===== config.mk =====
export PLATFORM = sky130hd
export DESIGN_NAME = periph_bus_arbiter
export DESIGN_NICKNAME = d
export VERILOG_FILES = /design/src/rtl/periph_bus_arbiter.sv
export SDC_FILE = /design/constraint.sdc
export NUM_CORES = 1
export LEC_CHECK = 0
export ABC_CLOCK_PERIOD_IN_PS = 8050
export CAP_MARGIN = 20
export CORE_AREA = 2 2 97 99
export DETAILED_ROUTE_END_ITERATION = 8
export DIE_AREA = 0 0 99 101
export GPL_ROUTABILITY_DRIVEN = 0
export PLACE_DENSITY = 0.79
export REMOVE_ABC_BUFFERS = 1
export SKIP_CTS_REPAIR_TIMING = 1
export SYNTH_ARGS = -nofsm -noshare
export SYNTH_HDL_FRONTEND = slang
export SYNTH_SLANG_ARGS = --single-unit

===== constraint.sdc =====
create_clock -name clk_clk -period 8.05 [get_ports clk_clk]
set_input_delay 2.415 -clock clk_clk [delete_from_list [all_inputs] [get_ports clk_clk]]
set_output_delay 2.415 -clock clk_clk [all_outputs]
set_load 0.02 [all_outputs]

===== src/rtl/periph_bus_arbiter.sv =====
// periph_bus_arbiter: two-master Avalon-MM arbiter in front of the peripheral bridge slave.
// Optional read-response watchdog is built when PERIPH_ARB_TIMEOUT_EN is defined.
module periph_bus_arbiter #(
   parameter int MAX_PEND       = 4,
   parameter int TIMEOUT_CYCLES = 255
) (
   input  logic        clk_clk,
   input  logic        reset_reset,
   input  logic [8:0]  m0_address,
   input  logic        m0_read,
   input  logic        m0_write,
   input  logic [31:0] m0_writedata,
   input  logic [3:0]  m0_byteenable,
   input  logic        m0_debugaccess,
   output logic        m0_waitrequest,
   output logic [31:0] m0_readdata,
   output logic        m0_readdatavalid,
   input  logic [8:0]  m1_address,
   input  logic        m1_read,
   input  logic        m1_write,
   input  logic [31:0] m1_writedata,
   input  logic [3:0]  m1_byteenable,
   input  logic        m1_debugaccess,
   output logic        m1_waitrequest,
   output logic [31:0] m1_readdata,
   output logic        m1_readdatavalid,
   output logic [8:0]  s_address,
   output logic        s_read,
   output logic        s_write,
   output logic [31:0] s_writedata,
   output logic [3:0]  s_byteenable,
   output logic        s_debugaccess,
   input  logic        s_waitrequest,
   input  logic [31:0] s_readdata,
   input  logic        s_readdatavalid,
   output logic        arb_err
);

   localparam int PTR_W = (MAX_PEND > 1) ? $clog2(MAX_PEND) : 1;
   localparam int CNT_W = PTR_W + 1;
   localparam logic [PTR_W-1:0] PTR_ONE  = PTR_W'(1);
   localparam logic [CNT_W-1:0] CNT_ONE  = CNT_W'(1);
   localparam logic [CNT_W-1:0] CNT_FULL = CNT_W'(MAX_PEND);

   typedef enum logic [1:0] {
      ST_IDLE  = 2'd0,
      ST_HOLD0 = 2'd1,
      ST_HOLD1 = 2'd2
   } state_e;

   state_e              state_r;
   state_e              state_nxt_s;
   logic                last_grant_r;
   logic                grant_s;
   logic                grant_vld_s;
   logic                req0_s;
   logic                req1_s;
   logic                elig0_s;
   logic                elig1_s;
   logic                sel_read_s;
   logic                sel_write_s;
   logic                fwd_read_s;
   logic                fwd_write_s;
   logic                fwd_any_s;
   logic                accept_s;
   logic                gnt_stall_s;
   logic                push_s;
   logic                pop_s;
   logic                empty_s;
   logic                full_s;
   logic                head_id_s;
   logic                timeout_fire_s;
   logic [31:0]         rsp_data_s;
   logic [MAX_PEND-1:0] id_mem_r;
   logic [PTR_W-1:0]    wr_ptr_r;
   logic [PTR_W-1:0]    rd_ptr_r;
   logic [CNT_W-1:0]    count_r;
   logic                err_set_s;
   logic                arb_err_r;

   assign req0_s  = m0_read | m0_write;
   assign req1_s  = m1_read | m1_write;
   assign empty_s = (count_r == {CNT_W{1'b0}});
   assign pop_s   = (s_readdatavalid & ~empty_s) | timeout_fire_s;
   // A pop in the same cycle frees a slot, so a read may issue alongside it.
   assign full_s  = (count_r == CNT_FULL) & ~pop_s;
   // A read that cannot be forwarded does not compete, so the other master's write is not starved.
   assign elig0_s = m0_write | (m0_read & ~full_s);
   assign elig1_s = m1_write | (m1_read & ~full_s);

   // Grant selection: free arbitration in IDLE, fixed grant while a command is held.
   always_comb begin
      grant_vld_s = 1'b0;
      grant_s     = 1'b0;
      case (state_r)
         ST_IDLE: begin
            if (elig0_s && elig1_s) begin
               grant_vld_s = 1'b1;
               grant_s     = ~last_grant_r;
            end else if (elig0_s) begin
               grant_vld_s = 1'b1;
               grant_s     = 1'b0;
            end else if (elig1_s) begin
               grant_vld_s = 1'b1;
               grant_s     = 1'b1;
            end else begin
               grant_vld_s = 1'b0;
               grant_s     = 1'b0;
            end
         end
         ST_HOLD0: begin
            grant_vld_s = 1'b1;
            grant_s     = 1'b0;
         end
         ST_HOLD1: begin
            grant_vld_s = 1'b1;
            grant_s     = 1'b1;
         end
         default: begin
            grant_vld_s = 1'b0;
            grant_s     = 1'b0;
         end
      endcase
   end

   assign sel_read_s    = grant_s ? m1_read        : m0_read;
   assign sel_write_s   = grant_s ? m1_write       : m0_write;
   assign s_address     = grant_s ? m1_address     : m0_address;
   assign s_writedata   = grant_s ? m1_writedata   : m0_writedata;
   assign s_byteenable  = grant_s ? m1_byteenable  : m0_byteenable;
   assign s_debugaccess = grant_s ? m1_debugaccess : m0_debugaccess;

   // A combined read+write is a protocol error: the write wins and the read is dropped.
   assign fwd_write_s = grant_vld_s & sel_write_s & ~reset_reset;
   assign fwd_read_s  = grant_vld_s & sel_read_s & ~sel_write_s & ~full_s & ~reset_reset;
   assign fwd_any_s   = fwd_read_s | fwd_write_s;
   assign accept_s    = fwd_any_s & ~s_waitrequest;
   assign push_s      = accept_s & fwd_read_s;
   assign gnt_stall_s = ~fwd_any_s | s_waitrequest;
   assign s_read      = fwd_read_s;
   assign s_write     = fwd_write_s;

   assign m0_waitrequest = reset_reset | (req0_s & (~grant_vld_s | grant_s | gnt_stall_s));
   assign m1_waitrequest = reset_reset | (req1_s & (~grant_vld_s | ~grant_s | gnt_stall_s));

   // Next-state logic for the grant FSM.
   always_comb begin
      state_nxt_s = state_r;
      case (state_r)
         ST_IDLE: begin
            if (fwd_any_s && s_waitrequest) begin
               state_nxt_s = grant_s ? ST_HOLD1 : ST_HOLD0;
            end else begin
               state_nxt_s = ST_IDLE;
            end
         end
         ST_HOLD0, ST_HOLD1: begin
            if (!fwd_any_s || accept_s) begin
               state_nxt_s = ST_IDLE;
            end else begin
               state_nxt_s = state_r;
            end
         end
         default: state_nxt_s = ST_IDLE;
      endcase
   end

   // FSM state and round-robin history; history moves only on acceptance.
   always_ff @(posedge clk_clk or posedge reset_reset) begin
      if (reset_reset) begin
         state_r      <= ST_IDLE;
         last_grant_r <= 1'b1;
      end else begin
         state_r <= state_nxt_s;
         if (accept_s) begin
            last_grant_r <= grant_s;
         end
      end
   end

   // Outstanding-read FIFO holding the issuing master ID.
   always_ff @(posedge clk_clk or posedge reset_reset) begin
      if (reset_reset) begin
         id_mem_r <= {MAX_PEND{1'b0}};
         wr_ptr_r <= {PTR_W{1'b0}};
         rd_ptr_r <= {PTR_W{1'b0}};
         count_r  <= {CNT_W{1'b0}};
      end else begin
         if (push_s) begin
            id_mem_r[wr_ptr_r] <= grant_s;
            wr_ptr_r           <= wr_ptr_r + PTR_ONE;
         end
         if (pop_s) begin
            rd_ptr_r <= rd_ptr_r + PTR_ONE;
         end
         case ({push_s, pop_s})
            2'b10:   count_r <= count_r + CNT_ONE;
            2'b01:   count_r <= count_r - CNT_ONE;
            default: count_r <= count_r;
         endcase
      end
   end

   assign head_id_s        = id_mem_r[rd_ptr_r];
   assign m0_readdatavalid = pop_s & ~head_id_s;
   assign m1_readdatavalid = pop_s & head_id_s;
   assign m0_readdata      = rsp_data_s;
   assign m1_readdata      = rsp_data_s;

`ifdef PERIPH_ARB_TIMEOUT_EN
   localparam int AGE_W = $clog2(TIMEOUT_CYCLES + 1);
   localparam logic [AGE_W-1:0] AGE_LIMIT = AGE_W'(TIMEOUT_CYCLES);
   localparam logic [AGE_W-1:0] AGE_ONE   = AGE_W'(1);
   logic [AGE_W-1:0] age_r;

   // A real response in the same cycle takes priority over the watchdog.
   assign timeout_fire_s = ~empty_s & ~s_readdatavalid & (age_r == AGE_LIMIT);
   assign rsp_data_s     = timeout_fire_s ? 32'hDEADBEEF : s_readdata;

   // Age of the FIFO head, counted from the cycle its read was accepted.
   always_ff @(posedge clk_clk or posedge reset_reset) begin
      if (reset_reset) begin
         age_r <= {AGE_W{1'b0}};
      end else if (pop_s) begin
         age_r <= {AGE_W{1'b0}};
      end else if (!empty_s || push_s) begin
         age_r <= age_r + AGE_ONE;
      end else begin
         age_r <= {AGE_W{1'b0}};
      end
   end
`else
   logic unused_timeout_s;
   assign unused_timeout_s = ^TIMEOUT_CYCLES;
   assign timeout_fire_s   = 1'b0;
   assign rsp_data_s       = s_readdata;
`endif

   assign err_set_s = (s_readdatavalid & empty_s)
                    | (grant_vld_s & sel_read_s & sel_write_s)
                    | timeout_fire_s;

   // Sticky protocol-error flag, cleared only by reset.
   always_ff @(posedge clk_clk or posedge reset_reset) begin
      if (reset_reset) begin
         arb_err_r <= 1'b0;
      end else if (err_set_s) begin
         arb_err_r <= 1'b1;
      end else begin
         arb_err_r <= arb_err_r;
      end
   end

   assign arb_err = arb_err_r;

endmodule


==> metrics.yaml <==
worst_slack_ns: 0.312
grt.total_usage_pct: 19.9
io_pins: 249
crit_type: "in2out"
num_vias: 2244
peakVddDrop_mv: 0.113
synth_async_sr_flop_share_pct: 100
grt_overflow_total: 0
grt_antenna_before_repair: 0
power.leakage_nw: 1.32
dp_slack_ns: 0.322
crit_arrival_ns: 5.32
dpl.hpwl_um: 9280
fin_area_mm2: 0.00340
crit_fanout: 36
area_growth_pct: 55.1
fmax_ghz: 0.129
via_per_inst: 5.11
clk_latency_ns: 0.25
post-route-min-period_ns: 7.74
synth.distinct_cells: 46
synth_top_flop_cell: "dfrtp_1"
die_w_um: 99
placed_cells: 435
dieArea_mm2: 0.0100
grt_pass1_vias: 2237
clock-sinks: 15
fin_skew_ns: 0.00183
root_buffer: "clkbuf_8"
io_buffers: 152
worstMarginPinSlew_ns: 0.640
first_iter_violations: 106
initial_utilization_pct: 24.4
required_ns: 5.64
drc_errors: 0
endpoint_kind: "output port"
cap_violations: 0
slew_viol_final: 0
netlist_area_mm2: 0.00219
core-area_mm2: 0.00898
powerDensity_mw_per_mm2: 272
hold_viol: 0
avgSynthCellArea_um2: 8.97
yosysSeqAreaShare_pct: 17.2
min_path_type: "reg2reg"
wl_per_cell_um: 24.2
maxSlewHeadroom_pct: 57.2
rsz0062_at_grt: "no"
antenna_left: 0
dr.pass1.iters: 4
row_count: 35
final_util_pct: 37.8
final_nets: 470
syn_inst: 244
status: "complete, no violations"
numCtsBuffers: 3
instances_no_fill: 439
cts_tree: "built"
diodes: 0
placedInstanceArea_mm2: 0.00335
die_y_um: 101
cts.path.max_buffers: 2
drive_gt1_share_pct: 18.3
htreeDepth: 1
start_kind: "primary input"
period_share_pct: 96.1
grt_first_pass_wirelength_um: 14500
path_clk_slew_ns: 0.06
synth-edff-count: 0
ys_warn_count: 0
fin_setup_tns_ns: 0
ys_ff_latch: 15
grt_max_degree: 37
report.final.setup_viol: 0
wirelength_um: 10600
==> cell usage in the layout, fill, tap and decap left out, types with 4 or more instances in the layout <==
cell type	netlist	routed
clkdlybuf4s50_1	0	152
dfrtp_1	14	14
mux2_2	46	46
nor2_1	8	8
nand2_1	13	13
xnor2_1	4	4
inv_1	12	12
a41oi_1	5	5
a21oi_1	4	4
a31oi_1	4	4
and2_1	6	6
ha_1	8	8
o21ai_0	6	6
==> registers in the layout, summed over array words and instances, names as in the netlist <==
register      cells
id_mem_r          4
arb_err           1
count_r           3
last_grant_r      1
state_r           2
rd_ptr_r          2
wr_ptr_r          2
==> report_power, final <==
group,total [mW],internal [mW],leakage (nW),switching (mW)
Clock,0.0624,0.0351,0.0228,0.0274
Combinational,0.721,0.370,1.12,0.351
Sequential,0.142,0.110,0.179,0.0315
Total,0.925,0.515,1.32,0.410
==> worst max-delay path, stage by stage <==
cell,delay (ns)
clkdlybuf4s50_1,0.48
or4b_1,0.66
a21oi_1,0.23
o21a_2,0.33
buf_12,0.25
mux2_2,0.37
clkdlybuf4s50_1,0.57
==> Yosys cell counts (2+ instances only) <==
| cell | count | share of area (%) |
|---|---|---|
| a31oi_1 | 4 | 1.1 |
| o22ai_1 | 2 | 0.57 |
| nor2_1 | 8 | 1.4 |
| ha_1 | 8 | 4.6 |
| and2_1 | 6 | 1.7 |
| a21boi_0 | 2 | 0.69 |
| nor4b_1 | 2 | 0.80 |
| o21a_1 | 2 | 0.69 |
| buf_2 | 7 | 1.6 |
| dfrtp_1 | 14 | 16 |
| nor3_1 | 3 | 0.69 |
| nand2b_1 | 3 | 0.86 |
| clkbuf_1 | 3 | 0.51 |
| xor2_1 | 2 | 0.80 |
| inv_1 | 12 | 2.1 |
| a21oi_1 | 4 | 0.91 |
| nand2_1 | 13 | 2.2 |
| xnor2_1 | 4 | 1.6 |
| mux2_2 | 46 | 24 |
| a41oi_1 | 5 | 2.0 |
| o21ai_0 | 6 | 1.4 |
| buf_4 | 64 | 22 |
==> metal layers <==
layer | part of all wire (%) | GRT usage (%) | vias up
met4 | 0.58 | 1.37 | 2
li1 | - | - | 953
met2 | 45 | 30.6 | 243
met1 | 34 | 21.9 | 1034
met5 | 0.34 | 5.13 | -
met3 | 20 | 16.7 | 12
==> logic make-up (layout without fill, tap and decap cells) <==
kind of cell / after synthesis / in the layout / share of synthesized area, %
buffers and inverters: 88 / 172 / 26.8
multiplexers: 49 / 49 / 25.8
adder cells (fa/ha/maj): 9 / 9 / 5.49
flip-flops: 15 / 15 / 17.2
AND/OR/NAND/NOR: 42 / 42 / 9.94
XOR/XNOR: 6 / 6 / 2.40
AO/OA/AOI/OAI: 35 / 35 / 12.3
==> layout make-up <==
type                    instances  area (µm²)
clock buffers                   4        45.0
repair buffers                156        1560
multi-input cells             141        1230
inverters                      12        45.0
flip-flops and latches         15         377
well taps                     111         139
fillers                       876        5580
==> per-stage QoR <==
| step | power [mW] | hold slack, ns |
|---|---|---|
| floorplan | 0.552 | 0.453 |
| global placement | 0.841 | 0.472 |
| detailed placement | 0.860 | 0.486 |
| CTS | 0.926 | 0.500 |
| global route | 0.977 | 0.517 |
| finish | 0.925 | 0.500 |
==> final timing paths <==
check | from | endpoint | slack [ns] | cells after the start
max | s_readdatavalid | s_byteenable[0] | 0.31 | 7
min | last_grant_r | last_grant_r | 0.50 | 2
max reg2reg | count_r[0] | count_r[1] | 4.71 | 9
min reg2reg | last_grant_r | last_grant_r | 0.50 | 2
max in group asynchronous | reset_reset | last_grant_r | 5.20 | 3
min in group asynchronous | reset_reset | state_r[1] | 2.60 | 3
Note: power is estimated with default switching activity, not from simulation.
